## config.mk

```make
export PLATFORM = sky130hd
export DESIGN_NAME = controlador_de_partida
export DESIGN_NICKNAME = d
export VERILOG_FILES = /design/src/rtl/controlador_de_partida.sv
export SDC_FILE = /design/constraint.sdc
export NUM_CORES = 1
export LEC_CHECK = 0
export BUFFER_PORTS_ARGS = -buffer_cell sky130_fd_sc_hd__buf_2
export CAP_MARGIN = 20
export CORE_UTILIZATION = 58
export CTS_BUF_LIST = sky130_fd_sc_hd__clkbuf_16
export CTS_CLUSTER_SIZE = 12
export DETAILED_ROUTE_END_ITERATION = 8
export MAX_ROUTING_LAYER = met4
export PLACE_DENSITY = 0.9
export SYNTH_ARGS = -nofsm -noshare
export SYNTH_HDL_FRONTEND = slang
export SYNTH_SLANG_ARGS = --single-unit
```

## constraint.sdc

```tcl
create_clock -name clock -period 6.2 [get_ports clock]
set_input_delay 0 -clock clock [delete_from_list [all_inputs] [get_ports clock]]
set_output_delay 0 -clock clock [all_outputs]
set_load 0.005 [all_outputs]
```

## src/rtl/controlador_de_partida.sv

```systemverilog
// Turn sequencer for the naval-battle game: start/end, shot validation, scoring, lives.
// Ports: clock/reset, iniciar/confirmar_btn buttons, shot coords, mapa0..4 target map in;
//   enable/confirmar/colunaTiro/linhaTiro to the attack manager, score/lives/flags/estado out.
// Optional: define TEMPO_LIMITE_EN to add a per-turn timeout counted as a miss.
module controlador_de_partida #(
  parameter int VIDAS        = 3,
  parameter int TEMPO_LIMITE = 50000000
) (
  input  logic       clock,
  input  logic       reset,
  input  logic       iniciar,
  input  logic       confirmar_btn,
  input  logic [2:0] coordColuna,
  input  logic [2:0] coordLinha,
  input  logic [6:0] mapa0,
  input  logic [6:0] mapa1,
  input  logic [6:0] mapa2,
  input  logic [6:0] mapa3,
  input  logic [6:0] mapa4,
  output logic       enable,
  output logic       confirmar,
  output logic [2:0] colunaTiro,
  output logic [2:0] linhaTiro,
  output logic [5:0] acertos,
  output logic [1:0] vidas,
  output logic       vitoria,
  output logic       derrota,
  output logic       repetido,
  output logic       erro_coord,
  output logic [2:0] estado
);

  typedef enum logic [2:0] {
    OCIOSO  = 3'd0,
    JOGANDO = 3'd1,
    ATAQUE  = 3'd2,
    AVALIA  = 3'd3,
    VITORIA = 3'd4,
    DERROTA = 3'd5
  } estado_t;

  estado_t     state_q, state_d;
  logic        ini_q, conf_q;
  logic [34:0] mask_q, mask_d;
  logic [5:0]  alvos_q, alvos_d;
  logic [5:0]  acertos_q, acertos_d;
  logic [1:0]  vidas_q, vidas_d;
  logic [2:0]  col_q, col_d;
  logic [2:0]  lin_q, lin_d;
  logic        acerto_q, acerto_d;
  logic        rep_q, rep_d;
  logic        err_q, err_d;

  logic        ini_e, conf_e;
  logic        fora, aceito;
  logic [5:0]  in_idx, sh_idx;
  logic [6:0]  mapas [5];

  assign mapas[0] = mapa0;
  assign mapas[1] = mapa1;
  assign mapas[2] = mapa2;
  assign mapas[3] = mapa3;
  assign mapas[4] = mapa4;

  assign ini_e  = iniciar & ~ini_q;
  assign conf_e = confirmar_btn & ~conf_q;

  // Cell index in the fired mask: column-major, 7 rows per column.
  assign in_idx = {3'b000, coordColuna} * 6'd7 + {3'b000, coordLinha};
  assign sh_idx = {3'b000, col_q} * 6'd7 + {3'b000, lin_q};
  assign fora   = (coordColuna > 3'd4) || (coordLinha > 3'd6);
  assign aceito = (state_q == JOGANDO) && conf_e && !fora && !mask_q[in_idx];

  function automatic logic [5:0] pop35(input logic [34:0] v);
    logic [5:0] n;
    n = '0;
    for (int i = 0; i < 35; i++) n = n + {5'b0, v[i]};
    return n;
  endfunction

`ifdef TEMPO_LIMITE_EN
  logic [25:0] timer_q, timer_d;
  logic        expirou;
  assign expirou = (timer_q == 26'(TEMPO_LIMITE - 1));
  // Restarts on every cycle outside JOGANDO, so each entry begins at zero.
  assign timer_d = (state_q == JOGANDO && state_d == JOGANDO) ?
                   timer_q + 26'd1 : 26'd0;
  always_ff @(posedge clock) begin
    if (reset) timer_q <= '0;
    else       timer_q <= timer_d;
  end
`else
  logic expirou;
  logic unused_tempo;
  assign expirou      = 1'b0;
  assign unused_tempo = (TEMPO_LIMITE == 0);
`endif

  always_comb begin
    state_d   = state_q;
    mask_d    = mask_q;
    alvos_d   = alvos_q;
    acertos_d = acertos_q;
    vidas_d   = vidas_q;
    col_d     = col_q;
    lin_d     = lin_q;
    acerto_d  = acerto_q;
    rep_d     = 1'b0;
    err_d     = 1'b0;
    case (state_q)
      OCIOSO: begin
        if (ini_e) begin
          alvos_d   = pop35({mapa4, mapa3, mapa2, mapa1, mapa0});
          acertos_d = '0;
          mask_d    = '0;
          vidas_d   = 2'(VIDAS);
          acerto_d  = 1'b0;
          state_d   = JOGANDO;
        end
      end
      JOGANDO: begin
        if (alvos_q == 6'd0) begin
          state_d = VITORIA;
        end else begin
          if (conf_e) begin
            if (fora) begin
              err_d = 1'b1;
            end else if (mask_q[in_idx]) begin
              rep_d = 1'b1;
            end else begin
              col_d   = coordColuna;
              lin_d   = coordLinha;
              state_d = ATAQUE;
            end
          end
          // Timeout goes straight to scoring as a miss, bypassing ATAQUE.
          if (!aceito && expirou) begin
            acerto_d = 1'b0;
            state_d  = AVALIA;
          end
        end
      end
      ATAQUE: begin
        mask_d[sh_idx] = 1'b1;
        acerto_d       = mapas[col_q][lin_q];
        state_d        = AVALIA;
      end
      AVALIA: begin
        if (acerto_q) begin
          acertos_d = acertos_q + 6'd1;
          state_d   = (acertos_q + 6'd1 == alvos_q) ? VITORIA : JOGANDO;
        end else begin
          vidas_d = vidas_q - 2'd1;
          state_d = (vidas_q == 2'd1) ? DERROTA : JOGANDO;
        end
      end
      VITORIA, DERROTA: begin
        if (ini_e) state_d = OCIOSO;
      end
      default: state_d = OCIOSO;
    endcase
  end

  always_ff @(posedge clock) begin
    if (reset) begin
      state_q   <= OCIOSO;
      ini_q     <= 1'b0;
      conf_q    <= 1'b0;
      mask_q    <= '0;
      alvos_q   <= '0;
      acertos_q <= '0;
      vidas_q   <= 2'(VIDAS);
      col_q     <= '0;
      lin_q     <= '0;
      acerto_q  <= 1'b0;
      rep_q     <= 1'b0;
      err_q     <= 1'b0;
    end else begin
      state_q   <= state_d;
      ini_q     <= iniciar;
      conf_q    <= confirmar_btn;
      mask_q    <= mask_d;
      alvos_q   <= alvos_d;
      acertos_q <= acertos_d;
      vidas_q   <= vidas_d;
      col_q     <= col_d;
      lin_q     <= lin_d;
      acerto_q  <= acerto_d;
      rep_q     <= rep_d;
      err_q     <= err_d;
    end
  end

  assign enable     = (state_q != OCIOSO);
  assign confirmar  = (state_q == ATAQUE);
  assign colunaTiro = col_q;
  assign linhaTiro  = lin_q;
  assign acertos    = acertos_q;
  assign vidas      = vidas_q;
  assign vitoria    = (state_q == VITORIA);
  assign derrota    = (state_q == DERROTA);
  assign repetido   = rep_q;
  assign erro_coord = err_q;
  assign estado     = state_q;

endmodule

```

-- After elaboration in Yosys (flattened, before gate mapping)
Index checks and enable logic that the tools add are counted.
- bits in registers: 63
- bits in latches: 0
- RAM bits: 0
- memory bits (read-only): 0
- input port bits: 45
- logic and storage cells: 131
- memories: 0
- add/subtract/negate cells: 38
- multiply operators: 2
- divide/modulo/power cells: 0
- $lt $le $gt $ge: 7
- equal/unequal tests: 14
- shift-type cells: 0
- multiplexer cells: 31
- bitwise operators: 11
- reductions and logical operators: 16
- operators by type and width (kind ; number):
    adder 6 x 1 -> 6 bit ; 29
    one-hot mux 35 bit (2 select lines) ; 1
    two-way mux 35 bit ; 1
    OR 35 bit ; 1
    two-way mux 3 bit ; 9
    binary-select mux 7 bit (select 3 bit) ; 1
    one-hot mux 3 bit (5 select lines) ; 1
    < comparator 6 x 7 -> 1 bit (second input constant) ; 2
    two-way mux 7 bit ; 2
    adder 6 x 3 -> 6 bit ; 2
    multiplier 3 x 3 -> 6 bit (second input constant) ; 2
    two-way mux 6 bit ; 2
    one-hot mux 6 bit (2 select lines) ; 1
    AND reduction 5 bit ; 2
    inequality test 3 x 2 -> 1 bit (second input constant) ; 3
    inequality test 2 bit (second input constant) ; 4
    NOT 1 bit ; 7
    adder 5 x 1 -> 6 bit ; 1
    adder 6 x 1 -> 6 bit (second input constant) ; 1
    binary-select mux 1 bit (select 6 bit) ; 1
    demux 1 bit (select 6 bit) ; 1
    equality test 3 x 2 -> 1 bit (second input constant) ; 2
    equality test 3 bit (second input constant) ; 2
    equality test 6 bit ; 1
    other kinds (29) ; 40

-- Logic depth before layout (Yosys ltp)
- depth in word-level cells: 34
- mapped depth: 18
- gate-level depth less buffers: 18

-- Worst setup path before layout
No wires, ideal clock.
- kind: input to register
- start point: in mapa2[3]
- end point: reg alvos_q[4]
- library setup time: 0.071 ns
- data arrival time: 4.276 ns
- data required time: 6.129 ns
- slack: 1.853 ns
- stages: 17
- path buffers: 0
- cells stage by stage: fa_1 > inv_1 > fa_1 > inv_1 > fa_1 > inv_1 > fa_1 > fa_1 > fa_1 > fa_1 > inv_1 > fa_1 > a21o_1 > a21oi_1 > xnor2_1 > nand2_1 > a21oi_1
- word-level cells in the longest chain between the ends: 18
- RTL lines (what ; line ; RTL):
    start: declaration ; 17 ; input logic [6:0] mapa2,
    adder 6 x 1 -> 6 bit (18 in series) ; 77 ; for (int i = 0; i < 35; i++) n = n + {5'b0, v[i]};
    end signal: assignment ; 183 ; alvos_q <= alvos_d;
    end: declaration ; 45 ; logic [5:0] alvos_q, alvos_d;
No other way between the ends.
A chain may end at the register's enable or synchronous reset.

-- Worst setup path in the final report
Same ends and word-level chain as after synthesis.

==> key figures <==
Synth
  • Compound-cell area share of the yosys netlist: 0.1284
  • Share of flip-flops with an asynchronous set or reset after synthesis: 0
  • Share of the synthesized netlist area taken by xor and xnor gates: 0.03090
  • Synth Area in Adders: 0.2272
  • Number of storage elements in the synthesis netlist: 63
  • Synthesized-area fraction occupied by and/or/nand/nor cells: 0.1516
  • Synthesized area: 4737 µm²
  • EDFF count, synth: 0
  • Dominant combinational cell family by area after synthesis: adder cells
  • Net count after synthesis: 616
  • Synthesized area divided by synthesized cell count: 9.362 µm²
  • Cells after Synth: 506
  • Register area share after synthesis: 0.2662
  • Flip-flop cell with the highest count after synthesis: sky130_fd_sc_hd__dfxtp_1
  • Multiplexer area fraction after synthesis: 0.1154
  • Synthesis Warnings: 0
  • Number of distinct library cells after synthesis: 53

Cells and area
  • Non-filler instance count after layout: 679
  • Area added between synthesis and finish: 14.71%
  • Multi-input logic area: 3095 µm²
  • Final std cell area, no fill: 5434 µm²
  • Highest-count cells in the layout ignoring fill and taps: sky130_fd_sc_hd__inv_1 (81), sky130_fd_sc_hd__buf_2 (67), sky130_fd_sc_hd__dfxtp_1 (63)
  • Fin util: 0.6960
  • Commonest non-fill, non-tap cell in the layout: sky130_fd_sc_hd__inv_1
  • Fraction of layout cells with a size suffix above 1: 0.1768
  • Storage element area: 1261 µm²
  • Net count, final: 682
  • Antenna diodes: 0
  • # fillers: 557

GRT
  • Initial antenna violation count: 0
  • Vias in the first global route: 3941
  • Global routing usage summed across all routing layers: 0.2874
  • Congestion Overflow GR: 0
  • Wire length of the first global-routing pass: 18510 µm
  • Pin count of the biggest net entering global routing: 69

Hold path
  • HP Class: input port to register
  • Worst Hold Path Cells: 3

CTS
  • Post-CTS Setup Bufs: 0
  • Clock network latency to the later pin of the worst-skew pair: 330 ps
  • Number of clock buffers inserted by TritonCTS: 9
  • Maximum level of the CTS H-tree: 3
  • Number of clock sinks: 63
  • CTS tree: yes
  • Clock tree root driver cell: sky130_fd_sc_hd__clkbuf_16
  • CTS clk-pin slew, worst paths: 50 ps
  • Count of instances resized after the clock tree is built: 0
  • Clock Tree Buf Depth: 2

Detailed routing
  • Post-detailed-route DRC marker count: 0
  • Vias: 4026
  • Wire length per cell: 16.69 µm
  • Iteration count of the initial detailed-routing pass: 6
  • Wire length after detailed routing: 11330 µm
  • Number of antenna-violating nets in the routed design: 0
  • First DRT Iteration DRCs: 389
  • Via density per instance: 5.929

Placement
  • DPL Wire Length: 8257 µm
  • Total placed instance area: 5142 µm²
  • Placed instance count: 659
  • DP Worst Slack: 1534 ps
  • Gpl congestion: 0.8667
  • Number of buffers added on ports: 67

Critical path
  • Worst reg-to-reg path cell count: 11
  • CP most frequent cell: sky130_fd_sc_hd__fa_1
  • Endpoint kind of the worst setup timing path: register
  • Critical path class: input port to register
  • Critical Path Max Stage Delay: 540 ps
  • CP max FO: 2
  • Kind of launch point of the worst setup path: input port
  • Required arrival time at the worst endpoint: 6450 ps
  • WP data arrival: 4590 ps
  • Cell at the slowest stage of the critical path: sky130_fd_sc_hd__fa_1
  • Crit-path cells: buf_2 -> fa_1 -> inv_1 -> fa_1 -> inv_1 -> fa_1 -> inv_1 -> fa_1 -> fa_1 -> fa_1 -> fa_1 -> inv_1 -> fa_1 -> a21o_1 -> a21oi_1 -> xnor2_1 -> nand2_1 -> a21oi_1

STA
  • Fmax achieved: 230.4 MHz
  • Clock Skews: 4.555 ps
  • Fin worst setup slack: 1860 ps
  • Transition at the pin with the smallest max-transition slack: 1117 ps
  • Unrepaired setup endpoints after global routing: no
  • Min cycle time layout: 4340 ps
  • Final count of hold timing violations: 0
  • Sum Neg Setup Slack: 0 ps
  • Hold WS: 7.314 ps
  • Final setup violation count: 0
  • Final period utilization: 0.7000
  • Headroom to the max-slew limit: 0.2497
  • Max-slew violation count: 0

Floorplanning
  • Starting utilization of the core area: 0.6067
  • I/O pin cnt: 68
  • Vertical die dimension: 92.38 µm
  • Die Outline Area: 8533 µm²
  • Core Area: 7807 µm²
  • Number of rows in the core area: 32
  • Die boundary width: 92.38 µm

Pwr
  • Post-layout power: 1.802 mW
  • Maximum VDD drop: 262.0 µV
  • Total power per unit cell area: 331.7 nW/µm²
  • Static power due to leakage: 2.515 nW

Run
  • Max cap viols: 0

Status
  • Result of the run: finished, final reports clean
worst max-delay path, delay by kind of cell:
family	cells	cell delay, ps
XOR/XNOR	1	130
buffers and inverters	5	340
AND/OR/NAND/NOR	1	70
AO/OA/AOI/OAI	3	510
adder cells (fa/ha/maj)	8	3550
power breakdown:
group	total, mW	internal (mW)	leakage [nW]	switching (mW)
clock	0.435	0.263	0.135	0.173
combinational	0.917	0.414	1.87	0.503
sequential	0.451	0.423	0.509	0.0274
final timing paths:
check / endpoint / startpoint / slack (ps)
setup / recovery: alvos_q[4]$_SDFFE_PP0P_ / mapa2[3] / 1860
hold / removal: linhaTiro[0]$_SDFFE_PP0P_ / coordLinha[0] / 7
setup reg to reg: mask_q[2]$_SDFFE_PP0P_ / colunaTiro[1]$_SDFFE_PP0P_ / 2220
hold reg to reg: erro_coord$_SDFF_PP0_ / conf_q$_SDFF_PP0_ / 420
cell usage after synthesis, types with 3 or more instances:
cell                       count  share of area
sky130_fd_sc_hd__mux4_1        4          0.022
sky130_fd_sc_hd__nand2b_1     15          0.020
sky130_fd_sc_hd__dfxtp_1      63           0.27
sky130_fd_sc_hd__inv_1        80          0.063
sky130_fd_sc_hd__and2_1        5         0.0066
sky130_fd_sc_hd__nor3b_1       6         0.0095
sky130_fd_sc_hd__a21oi_1      15          0.016
sky130_fd_sc_hd__a22oi_1      36          0.057
sky130_fd_sc_hd__xnor2_1       6          0.011
sky130_fd_sc_hd__nor2b_1       6         0.0079
sky130_fd_sc_hd__fa_1         35           0.15
sky130_fd_sc_hd__mux2i_1      16          0.034
sky130_fd_sc_hd__nand2_1      17          0.013
sky130_fd_sc_hd__nand3b_1      3         0.0048
sky130_fd_sc_hd__mux4_2       12          0.057
sky130_fd_sc_hd__xor2_1        8          0.015
sky130_fd_sc_hd__nor2_1       56          0.044
sky130_fd_sc_hd__a21o_1        6         0.0095
sky130_fd_sc_hd__or3_1         3         0.0040
sky130_fd_sc_hd__nand3_1       7         0.0074
sky130_fd_sc_hd__clkbuf_1     16          0.013
sky130_fd_sc_hd__o21ai_0      16          0.017
sky130_fd_sc_hd__nor3_1       11          0.012
sky130_fd_sc_hd__ha_1         30          0.079
state kept, by name, indices dropped and copies added (netlist names):
signal / count
mask_q: 35
colunaTiro: 3
acerto_q: 1
vidas: 2
erro_coord: 1
estado: 3
ini_q: 1
acertos: 6
repetido: 1
alvos_q: 6
conf_q: 1
linhaTiro: 3
cell type report:
type,instances,area share
Multi-Input combinational cell,344,0.5697
Sequential cell,63,0.2321
Timing Repair Buffer,74,0.07230
Inverter,80,0.05526
Clock buffer,9,0.04145
Tap cell,102,0.02349
Clock inverter,7,0.005756
routing by layer:
metal / GRT usage / up-vias / routed length [µm]
li1: - / 1873 / -
met2: 0.4988 / 190 / 5706
met4: 0.08724 / 0 / 223
met5: - / - / 0
met1: 0.3497 / 1942 / 4706
met3: 0.03695 / 21 / 698
logic make-up (layout without fill, tap and decap cells):
group / Yosys count / count (layout)
muxes: 33 / 33
adders and majority gates: 65 / 65
and+or+nand+nor: 141 / 141
buffers and inverters: 99 / 170
AOI/OAI and AO/OA: 90 / 90
xor gates and xnor gates: 15 / 15
DFF: 63 / 63
timing repair:
action                                  4_1_cts  5_1_grt
hold buffers                                  3        0
endpoints found under the setup margin        0        0
hold endpoints to repair                      4        0
Power figures use the tool's default switching activity.
